**config.mk**
```make
export PLATFORM = sky130hd
export DESIGN_NAME = btn_conditioner
export DESIGN_NICKNAME = d
export VERILOG_FILES = /design/src/rtl/btn_conditioner.sv
export SDC_FILE = /design/constraint.sdc
export NUM_CORES = 1
export LEC_CHECK = 0
export CAP_MARGIN = 20
export CORE_MARGIN = 8
export CORE_UTILIZATION = 36
export DETAILED_ROUTE_END_ITERATION = 8
export PLACE_DENSITY = 0.64
export SLEW_MARGIN = 20
export SYNTH_ARGS = -nofsm -noshare
export SYNTH_HDL_FRONTEND = slang
export SYNTH_SLANG_ARGS = --single-unit
export TNS_END_PERCENT = 5
```
**constraint.sdc**
```tcl
create_clock -name clk -period 3.1 [get_ports clk]
set_input_delay 0.62 -clock clk [delete_from_list [all_inputs] [get_ports clk]]
set_output_delay 0.62 -clock clk [all_outputs]
set_load 0.005 [all_outputs]
```
**src/rtl/btn_conditioner.sv**
```systemverilog
// Two-button conditioner: synchronize, debounce and turn presses into one-cycle move pulses.
// Define BTN_AUTOREPEAT_EN for hold-to-repeat; otherwise one pulse per press.
module btn_conditioner #(
  parameter int unsigned DEBOUNCE_CYCLES = 250000,
  parameter int unsigned REPEAT_DELAY    = 25000000,
  parameter int unsigned REPEAT_PERIOD   = 2500000,
  parameter bit          BTN_POL_LOW     = 1'b0
) (
  input  logic       clk,
  input  logic       reset,
  input  logic [1:0] btn_raw,
  output logic [1:0] btn_out,
  output logic [1:0] btn_level
);

  // state    | meaning
  // IDLE     | button released, waiting for debounced level to rise
  // PRESS    | first pulse of a press
  // DELAY    | held, counting down to the first auto-repeat (autorepeat build)
  // REPEAT   | held, pulsing every REPEAT_PERIOD cycles (autorepeat build)
  // WAIT_REL | held, no further pulses until release (single-pulse build)
`ifdef BTN_AUTOREPEAT_EN
  typedef enum logic [1:0] {S_IDLE, S_PRESS, S_DELAY, S_REPEAT} state_t;
`else
  typedef enum logic [1:0] {S_IDLE, S_PRESS, S_WAIT_REL} state_t;
`endif

  if (DEBOUNCE_CYCLES < 1 || REPEAT_DELAY < 1 || REPEAT_PERIOD < 1) begin : g_bad_param
    $error("btn_conditioner: DEBOUNCE_CYCLES, REPEAT_DELAY and REPEAT_PERIOD must be >= 1");
  end

  localparam int DB_W = $clog2(DEBOUNCE_CYCLES + 1);
  localparam logic [DB_W-1:0] DB_LAST = DB_W'(DEBOUNCE_CYCLES - 1);

  logic [1:0]      sync1_q, sync2_q, btn_sync;
  logic [1:0]      level_q, level_d;
  logic [DB_W-1:0] db_cnt_q [2];
  logic [DB_W-1:0] db_cnt_d [2];
  state_t          state_q  [2];
  state_t          state_d  [2];
  logic [1:0]      pulse;
  logic [1:0]      out_q, out_d;

  assign btn_sync  = BTN_POL_LOW ? ~sync2_q : sync2_q;
  assign btn_level = level_q;
  assign btn_out   = out_q;

  always_ff @(posedge clk or negedge reset) begin
    if (!reset) begin
      sync1_q <= 2'b00;
      sync2_q <= 2'b00;
    end else begin
      sync1_q <= btn_raw;
      sync2_q <= sync1_q;
    end
  end

  // Any cycle where the synchronized input agrees with the level restarts the count.
  always_comb begin
    level_d = level_q;
    for (int i = 0; i < 2; i++) begin
      db_cnt_d[i] = '0;
      if (btn_sync[i] != level_q[i]) begin
        if (db_cnt_q[i] == DB_LAST) level_d[i] = ~level_q[i];
        else                        db_cnt_d[i] = db_cnt_q[i] + 1'b1;
      end
    end
  end

`ifdef BTN_AUTOREPEAT_EN
  localparam int unsigned TMR_MAX = (REPEAT_DELAY > REPEAT_PERIOD) ? REPEAT_DELAY : REPEAT_PERIOD;
  localparam int TMR_W = $clog2(TMR_MAX + 1);
  // The PRESS cycle counts toward the delay; a delay of 1 still leaves a gap between pulses.
  localparam logic [TMR_W-1:0] DLY_LOAD = TMR_W'((REPEAT_DELAY > 1) ? REPEAT_DELAY - 2 : 0);
  localparam logic [TMR_W-1:0] PER_LOAD = TMR_W'(REPEAT_PERIOD - 1);

  logic [TMR_W-1:0] tmr_q [2];
  logic [TMR_W-1:0] tmr_d [2];

  always_comb begin
    pulse = 2'b00;
    for (int i = 0; i < 2; i++) begin
      state_d[i] = state_q[i];
      tmr_d[i]   = tmr_q[i];
      if (!level_q[i]) begin
        state_d[i] = S_IDLE;
        tmr_d[i]   = '0;
      end else begin
        case (state_q[i])
          S_IDLE: begin
            state_d[i] = S_PRESS;
            pulse[i]   = 1'b1;
          end
          S_PRESS: begin
            state_d[i] = S_DELAY;
            tmr_d[i]   = DLY_LOAD;
          end
          S_DELAY, S_REPEAT: begin
            if (tmr_q[i] == '0) begin
              state_d[i] = S_REPEAT;
              tmr_d[i]   = PER_LOAD;
              pulse[i]   = 1'b1;
            end else begin
              tmr_d[i] = tmr_q[i] - 1'b1;
            end
          end
          default: begin
            state_d[i] = S_IDLE;
            tmr_d[i]   = '0;
          end
        endcase
      end
    end
  end

  always_ff @(posedge clk or negedge reset) begin
    if (!reset) begin
      for (int i = 0; i < 2; i++) tmr_q[i] <= '0;
    end else begin
      for (int i = 0; i < 2; i++) tmr_q[i] <= tmr_d[i];
    end
  end
`else
  always_comb begin
    pulse = 2'b00;
    for (int i = 0; i < 2; i++) begin
      state_d[i] = state_q[i];
      if (!level_q[i]) begin
        state_d[i] = S_IDLE;
      end else begin
        case (state_q[i])
          S_IDLE: begin
            state_d[i] = S_PRESS;
            pulse[i]   = 1'b1;
          end
          S_PRESS:    state_d[i] = S_WAIT_REL;
          S_WAIT_REL: state_d[i] = S_WAIT_REL;
          default:    state_d[i] = S_IDLE;
        endcase
      end
    end
  end
`endif

  // Suppress a pulse landing in the cycle the level drops, and both-held chords.
  always_comb begin
    out_d = pulse & level_d;
    if (level_d == 2'b11) out_d = 2'b00;
  end

  always_ff @(posedge clk or negedge reset) begin
    if (!reset) begin
      level_q <= 2'b00;
      out_q   <= 2'b00;
      for (int i = 0; i < 2; i++) begin
        db_cnt_q[i] <= '0;
        state_q[i]  <= S_IDLE;
      end
    end else begin
      level_q <= level_d;
      out_q   <= out_d;
      for (int i = 0; i < 2; i++) begin
        db_cnt_q[i] <= db_cnt_d[i];
        state_q[i]  <= state_d[i];
      end
    end
  end

endmodule

```
; ---- Word level (Yosys, flattened, before mapping)
; Index checks and enable logic that the tools add are counted.
[totals]
ff_bits = 48
in_bits = 4
output_inout_bits = 4
wordCells = 43
[classes]
add_sub_neg = 2
n_eq_ne = 9
mux = 17
bitwise = 3
n_reduce_logical = 4
[ops]
columns = cell, n
row1 = 18-bit 2-to-1 mux, 4
row2 = 18-bit by 1-bit adder with 18-bit output (second input constant), 2
row3 = 18-bit equality test (second input constant), 2
row4 = 1-bit 2-to-1 mux, 8
row5 = 2-bit one-hot mux with 2 select lines, 2
row6 = 2-bit equality test (second input constant), 3
row7 = 2-bit 2-to-1 mux, 3
row8 = 2-bit by 1-bit equality test with 1-bit output (second input constant), 2
row9 = 2-bit logical NOT, 2
row10 = 2-bit OR reduction, 2
row11 = 2-bit AND, 1
row12 = 1-bit != test, 2
row13 = 1-bit NOT, 2

; ---- Logic depth before layout (Yosys ltp)
; Gate-level depths: netlist of the first run.
[logic_depth]
word_depth = 5
ltp_mapped = 7
depth_no_buf = 5

; ---- Worst setup path before layout of the first run
; OpenSTA, ideal clock, no wires.
[synth_timing]
path_type = register to register
from = register db_cnt_q[18] in the netlist's numbering
to = register db_cnt_q[34] in the netlist's numbering
setup_ns = 0.078
arrival_time_ns = 1.570
required_ns = 3.022
setup_slack_ns = 1.453
stages_incl_launch_ff = 6
path_buffers = 0
synth_period_minus_slack_ns = 1.647
cell_sequence = dfrtp_1 > ha_1 > nand3_1 > nor4_1 > or3b_1 > a21oi_1
[synth_rtl]
columns = item, line
row1 = from (decl), 37  ; logic [DB_W-1:0] db_cnt_q [2];
row2 = "from (signal, indexed assignment)", 163  ; db_cnt_q[i] <= db_cnt_d[i];

==> results.txt, run 1 <==
The reported leakage power came out at roughly 1.0 nW. The flow ran to the end, and the final reports show no timing, DRC or antenna violations. The buffering stage count on the worst path with inverters included is 0. The critical path's top delay family is compound AO/OA/AOI/OAI gates.

STA puts the critical path data required time at between 3000 and 4000 ps. The final antenna diode count is 0. The maximum number of buffers from clock root to sink is 2.

The number of standard-cell rows in the floorplan is 29. The overall power after layout is around 1.1 mW. sky130_fd_sc_hd__dfrtp_1 takes more of the synthesized area than any other cell. For met1 alone, demand over resource in global routing was around an eighth.

The number of remaining DRC errors came out at 0. STA puts the critical path data arrival time at ~2200 ps. The growth of design area from synthesis to finish is 11.5%. The tree is rooted in a sky130_fd_sc_hd__clkbuf_8. The minimum clock period came out at between 2000 and 2500 ps. On the final layout, the worst clock skew is roughly 11 ps. The largest single stage delay on the critical path is 650 ps. The number of clock sinks seen by CTS is 48. The first-pass GRT wire length came out at slightly above 7 mm. After synthesis, the netlist uses 37 different library cells. The global routing's busiest layer is met2. The latest clock arrival within the worst-skew pair is 300 ps. Synthesis produced 219 cells. The count of nets left with antenna violations after detail routing is 0. The worst setup path is launched from a register. The highest clock rate is between 400 and 500 MHz. By area the synthesized netlist is led by sky130_fd_sc_hd__dfrtp_1 (53%), sky130_fd_sc_hd__nor2_1 (5.4%), sky130_fd_sc_hd__xnor2_1 (5.4%). In the global route stage, overall resource usage came out at between 10 and 15%. TritonCTS built the clock tree. The total wirelength of the detailed-routed design came out at 3.93 mm. Prior to clock tree synthesis, the placed netlist has a worst setup slack of roughly 1100 ps. For this run, the detailed router's first-pass iteration total came to 4.

The die width came out at 95.5 um. In this run, the number of DRC markers left after iteration 0 of detailed routing was between 50 and 60. The proportion of layout cells with a drive suffix above 1 came out at 7.79%.

The headroom to the max-slew limit came out at 49.6%. The number of enable-type register cells in the synthesized netlist came out at 0. The effective utilization at floorplan came out at about 36%. The met2 capacity usage during global routing is approximately 16%. The worst setup path is of the reg -> reg kind. The worst setup path is captured at a register. The summed instance area of the synthesized netlist came out at 2270 um^2.

The sequential-to-total area share from yosys stat came out at 52.8%. Hold timing on the final database bottoms out at a slack of ~300 ps. The core box area is ~6200 um^2. The total nets after synthesis came out at about 230. The filler cells instantiated in the layout total just over 600. The average vias per placed instance came out at 5.09. The most used flip-flop cell after synthesis is sky130_fd_sc_hd__dfrtp_1. Setup repair after global routing left no endpoint under its margin. The via count of the first global-routing pass came out at 1604. The total I/O pin count came out at 8. The vias after detailed routing came out at around 1600. After the last flow step, the layout net total stands at around 240. The final count of pins violating max slew is 0. In this run the number of H-tree levels came out at 2.

Entering global routing, the biggest net connects 49 pins. The register bit total from synthesis is between 40 and 50. The largest driver fanout on the critical path is 18. The slew at the pin closest to its max-slew limit is about 760 ps.

The maximum resistive drop on vdd is between 0.2 and 0.3 mV. The final-report setup violation count is 0. Once routing completed, OpenROAD measured the worst setup slack at ~1100 ps.

The total die area is 9120 um^2. Of the available clock period, the critical path in the final layout requires around 65%. The average wire per cell in the routed design came out at 12.8 um. After legalization and detailed placement, the total HPWL measured ~2.7 mm. Summed over all failing endpoints, the final setup total negative slack is 0 ps. The worst min-delay path class is in -> async. The async set-or-reset flop fraction in the synthesized netlist came out at 100%.

The post-CTS setup buffer count came out at 0. The height of the chip came out at approximately 95 um. The number of input and output port buffers inserted came out at 7. The Yosys step of the flow raised 0 warnings. The signal on the critical path passes through ha_1 > and3_1 > nand3_1 > o21ai_2 > nor2_1.

The initial antenna violation count is 0. The final RePlAce weighted congestion is 0.763. The per-instance average area after synthesis is just over 10 um^2.

The number of max-capacitance violations reported is 0. The slowest stage of the critical path belongs to the cell sky130_fd_sc_hd__o21ai_2. The hold violation total from the final report came out at 0. The number of buffers inserted during clock tree synthesis is 5. The hold buffer count at CTS is 0. The total congestion overflow after global routing came out at 0.

The global-route track usage on met3 came out at around 2.6%. Gates resized during post-CTS repair numbered 0. The share of Yosys cell area claimed by the top area cell type is between 50% and 60%.

After clock tree synthesis, the clock-pin slew on the worst setup and hold paths is 100 ps. The power per unit of standard cell area is ~450 nW/um^2.
-- kinds of logic after synthesis --
| logic type | after synthesis | share of synthesized area [%] |
|---|---|---|
| AOI/OAI and AO/OA | 22 | 6.71 |
| xor gates and xnor gates | 27 | 10.4 |
| adders and majority gates | 5 | 2.75 |
| buffers and inverters | 11 | 2.09 |
| DFF | 48 | 52.8 |
| and+or+nand+nor | 106 | 25.2 |
-- report_power, final --
group	leakage [nW]	switching [mW]	internal, mW
combinational	0.333	0.0245	0.0101
clock	0.0548	0.219	0.243
sequential	0.656	0.00882	0.634
-- cell usage in the layout (no fill, tap or decap), types with 3 or more instances in the layout --
cell and instances:
sky130_fd_sc_hd__nor2_1 33, sky130_fd_sc_hd__xor2_1 13, sky130_fd_sc_hd__nand3_1 16, sky130_fd_sc_hd__ha_1 5
sky130_fd_sc_hd__and4_1 3, sky130_fd_sc_hd__nand2_1 11, sky130_fd_sc_hd__a21oi_1 6, sky130_fd_sc_hd__o31ai_1 4
sky130_fd_sc_hd__and3_1 6, sky130_fd_sc_hd__clkbuf_8 5, sky130_fd_sc_hd__dfrtp_1 48, sky130_fd_sc_hd__and2_1 5
sky130_fd_sc_hd__nor3_1 6, sky130_fd_sc_hd__inv_1 8, sky130_fd_sc_hd__xnor2_1 14, sky130_fd_sc_hd__o41ai_1 3
sky130_fd_sc_hd__nor4_1 5, sky130_fd_sc_hd__clkdlybuf4s50_1 6, sky130_fd_sc_hd__nand4_1 6
-- cells in the mapped netlist, types with 2 or more instances --
master                      n
sky130_fd_sc_hd__dfrtp_1   48
sky130_fd_sc_hd__nor2_1    33
sky130_fd_sc_hd__nand3_1   16
sky130_fd_sc_hd__xnor2_1   14
sky130_fd_sc_hd__xor2_1    13
sky130_fd_sc_hd__nand2_1   11
sky130_fd_sc_hd__inv_1      8
sky130_fd_sc_hd__a21oi_1    6
sky130_fd_sc_hd__and3_1     6
sky130_fd_sc_hd__nand4_1    6
sky130_fd_sc_hd__nor3_1     6
sky130_fd_sc_hd__and2_1     5
sky130_fd_sc_hd__ha_1       5
sky130_fd_sc_hd__nor4_1     5
sky130_fd_sc_hd__o31ai_1    4
sky130_fd_sc_hd__and4_1     3
sky130_fd_sc_hd__o41ai_1    3
sky130_fd_sc_hd__buf_2      2
sky130_fd_sc_hd__nor4b_1    2
sky130_fd_sc_hd__nor4bb_1   2
sky130_fd_sc_hd__o21a_1     2
sky130_fd_sc_hd__o21ai_0    2
sky130_fd_sc_hd__o21ai_2    2
sky130_fd_sc_hd__or3b_1     2
-- final cells by class --
type                    instances  area (um^2)  area share [%]
well taps                      77         96.3            3.80
repair buffers                  7         67.6            2.66
multi-input cells             160         1030            40.5
clock buffers                   5         68.8            2.71
flip-flops and latches         48         1200            47.4
inverters                       8         30.0            1.18
clock inverters                 3         46.3            1.83
-- per-layer routing --
metal  up-vias  share of wire (%)
met3         8                3.2
met2        12                 46
met1       763                 49
met4         0                1.7
met5         -                  0
li1        786                  -
-- registers in the layout, indices dropped and copies added (netlist names) --
register and count:
db_cnt_q 36, btn_level 2, sync1_q 2, btn_sync 2
state_q 4, btn_out 2
-- worst register-to-register path, stage by stage (launching register included) --
cell	delay, ps
sky130_fd_sc_hd__dfrtp_1	410
sky130_fd_sc_hd__ha_1	220
sky130_fd_sc_hd__and3_1	260
sky130_fd_sc_hd__nand3_1	200
sky130_fd_sc_hd__o21ai_2	650
sky130_fd_sc_hd__nor2_1	120
-- metrics by stage --
stage          area, um^2  std cells  utilization (%)
2_1_floorplan        2270        219                -
3_3_place_gp         2420        300             38.8
3_5_place_dp         2420        300             38.8
4_1_cts              2530        308             40.6
5_1_grt              2540        308             40.6
6_report             2540        308             40.6
-- final timing paths --
path | depth (start not counted) | from | endpoint | slack (ps)
worst min register to register | 0 | sync1_q[0]$_DFF_PN0_ | btn_sync[0]$_DFF_PN0_ | 360
worst max register to register | 5 | db_cnt_q[18]$_DFF_PN0_ | db_cnt_q[32]$_DFF_PN0_ | 1090
max in group asynchronous | 1 | reset | db_cnt_q[1]$_DFF_PN0_ | 2380
worst max-delay path | 5 | db_cnt_q[18]$_DFF_PN0_ | db_cnt_q[32]$_DFF_PN0_ | 1090
worst min-delay path | 1 | reset | state_q[1]$_DFF_PN0_ | 310
min in group clk | 0 | sync1_q[0]$_DFF_PN0_ | btn_sync[0]$_DFF_PN0_ | 360
Power figures use the tool's default switching activity.
==> inputs of run 2 (changes only) <==
==> constraint.sdc (replaced) <==
create_clock -name clk -period 2 [get_ports clk]
set_input_delay 0.4 -clock clk [delete_from_list [all_inputs] [get_ports clk]]
set_output_delay 0.4 -clock clk [all_outputs]
set_load 0.005 [all_outputs]
==> run 2 against run 1 <==
Register-to-register slack worse by 920 ps. Total power is 55% higher. Final cell count is 1.3% higher. Combinational power is 73% higher. Hold slack worse by 120 ps. Flip-flop and latch count stayed put. Sequential power is 55% higher. Worst setup slack worse by 920 ps. Via count is 0.76% higher. Critical endpoint is now db_cnt_q[34]$_DFF_PN0_. Largest cell class unchanged.
==> results.txt, run 2 (synthesis gave the netlist of run 1 again) <==
The flow ran to the end, and the final reports show no timing, DRC or antenna violations. The first-pass GRT wire length came out at approximately 7.3 mm. The count of nets left with antenna violations after detail routing is 0. Final hold analysis gives a worst-case slack of around 180 ps. The hold buffer count at CTS came out at 0.

The number of clock sinks seen by CTS is 48. The vias after detailed routing is approximately 1600. The die width came out at around 95 um. The total die area is 9120 um^2. The growth of design area from synthesis to finish came out at 12.8%. For this run, the total global-route usage over all layers was measured as roughly a tenth. The count of buffers added on input and output ports is 7.

The effective utilization at floorplan is between 30% and 40%. Once layout is done, the placed cells without fillers occupy ~2600 um^2. The highest clock rate is 546 MHz. The multi-input combinational cell area is between 1000 and 1500 um^2. The level count of the clock H-tree came out at 2. The detailed-router iteration count before antenna repair came out at 4. The register with the most flip-flops in the layout has 36 of them. After detailed routing, the number of vias per cell comes to 5.07. The clock root buffer is sky130_fd_sc_hd__clkbuf_8. TritonCTS built the clock tree. The via count of the first global-routing pass is between 1500 and 2000. The critical path data required time is 2230 ps. The storage element area came out at ~1200 um^2. The maximum number of buffers from clock root to sink came out at 2. The hold violation total from the final report is 0. The post-route netlist has approximately a tenth of its cells at a drive strength greater than 1.

The most common cell after layout, fill and taps aside is sky130_fd_sc_hd__dfrtp_1. The largest registers in the layout are db_cnt_q: 36 flops, state_q: 4 flops. The worst setup path is captured at a register. The total instance count after detailed placement came out at 304. The later pin in the worst-skew pair is clocked with a latency of about 300 ps. The area after detailed placement is 2450 um^2. The setup path with the least slack is of type reg -> reg. The portion of the clock cycle consumed by the worst path in the final layout is between 90% and 100%. For this run, design rule violations remaining after detail routing come to 0. Counting cells, the worst reg-to-reg path comes to 5. The initial antenna violation count came to 0. Once the clock tree was built, the resizer swapped 0 gates to a different size.

At the pin with the least slew margin, the transition time is roughly 590 ps. The slowest cell on the critical path is sky130_fd_sc_hd__dfrtp_1. The type of element launching the critical path is a register.

The final antenna diode count came out at 0. The setup total negative slack came out at 0 ps. For this design the top-level I/O count stands at 8. The delay of the slowest critical-path stage is approximately 420 ps.

The number of buffers inserted during clock tree synthesis came out at 5. The headroom to the max-slew limit came out at 60.7%. The clock tree skew after final layout came out at 11.1 ps. In this run, the number of DRC markers left after iteration 0 of detailed routing was 45. The minimum clock period is between 1500 and 2000 ps.

The total wirelength of the detailed-routed design is roughly 4.0 mm. The average wire per cell in the routed design came out at between 10 and 15 um. The total congestion overflow after global routing is 0. Setup violations remaining at the end of the flow were counted as 0. The largest driver fanout on the critical path is 5. The final count of pins violating max slew was 0. The non-filler instance count after layout is approximately 310. Walking the worst path, the cells encountered are ha_1 > nand3_1 > nor4_1 > or3b_1 > a21oi_1. The tool flagged a number of max-cap violations equal to 0. The arrival time at the worst endpoint came out at around 2000 ps.

The height of the chip came out at approximately 95 um. The final RePlAce weighted congestion is between 0.7 and 0.8. The reported leakage power came out at between 1 and 1.5 nW.

Setup repair after global routing left no endpoint under its margin. Entering global routing, the biggest net connects 49 pins. More flip-flops sit in one register than any other, and that register is db_cnt_q. The min-delay analysis places its worst path in the category in -> async.

Once detailed placement completed, the half-perimeter wirelength came to 2.75 mm. The power per unit of standard cell area is roughly 700 nW/um^2. The clock-pin slew on the worst setup and hold paths came out at 90 ps. In the layout the commonest cells are sky130_fd_sc_hd__dfrtp_1 (48), sky130_fd_sc_hd__nor2_1 (33), sky130_fd_sc_hd__nand3_1 (16). The final layout contains 243 nets. The filler cells instantiated in the layout total approximately 600. Buffers added to address setup during post-CTS repair amount to 0.

Row generation in the floorplan step produced 29 rows. The region available for standard cell placement spans between 6000 and 7000 um^2. IR analysis of the VDD net gives a maximum drop of around 0.45 mV.
-- run 2: worst paths after layout --
| kind | startpoint | end | slack, ps |
|---|---|---|---|
| setup / recovery | db_cnt_q[18]$_DFF_PN0_ | db_cnt_q[34]$_DFF_PN0_ | 170 |
| hold / removal | reset | state_q[0]$_DFF_PN0_ | 180 |
| setup reg to reg | db_cnt_q[18]$_DFF_PN0_ | db_cnt_q[34]$_DFF_PN0_ | 170 |
| max in group asynchronous | reset | db_cnt_q[21]$_DFF_PN0_ | 1410 |
| min in group clk | sync1_q[0]$_DFF_PN0_ | btn_sync[0]$_DFF_PN0_ | 360 |
| hold reg to reg | sync1_q[0]$_DFF_PN0_ | btn_sync[0]$_DFF_PN0_ | 360 |
-- run 2: critical path, delay by kind of cell (launching register included) --
kind	cells	cell delay [ps]
AND/OR/NAND/NOR	3	970
flip-flops	1	420
AO/OA/AOI/OAI	1	140
adder cells (fa/ha/maj)	1	230
-- run 2: power breakdown --
part	internal, mW	switching, mW
clock	0.377	0.330
combinational	0.0196	0.0403
sequential	0.983	0.0143
total	1.38	0.384
-- run 2: layer usage --
metal | vias to the layer above | share of wire (%) | GRT usage (%)
li1 | 799 | - | -
met5 | - | 0 | 0
met2 | 12 | 47 | 16.1
met1 | 768 | 49 | 12.6
met3 | 2 | 3.2 | 3.31
met4 | 0 | 0.73 | 3.07
-- run 2: stage by stage --
stage | setup WS (ps) | util [%] | power [mW]
floorplan | 353 | - | 1.04
global placement | 292 | 39.2 | 1.08
detailed placement | 226 | 39.2 | 1.08
CTS | 162 | 41.1 | 1.79
global route | 11.6 | 41.1 | 1.85
finish | 168 | 41.1 | 1.76
-- run 2: layout make-up --
type | count | area share (%)
sequential | 48 | 46.8
multi-input combinational | 160 | 40.0
tap | 77 | 3.76
timing repair buffer | 11 | 3.71
clock buffer | 5 | 2.68
clock inverter | 3 | 1.85
inverter | 8 | 1.17
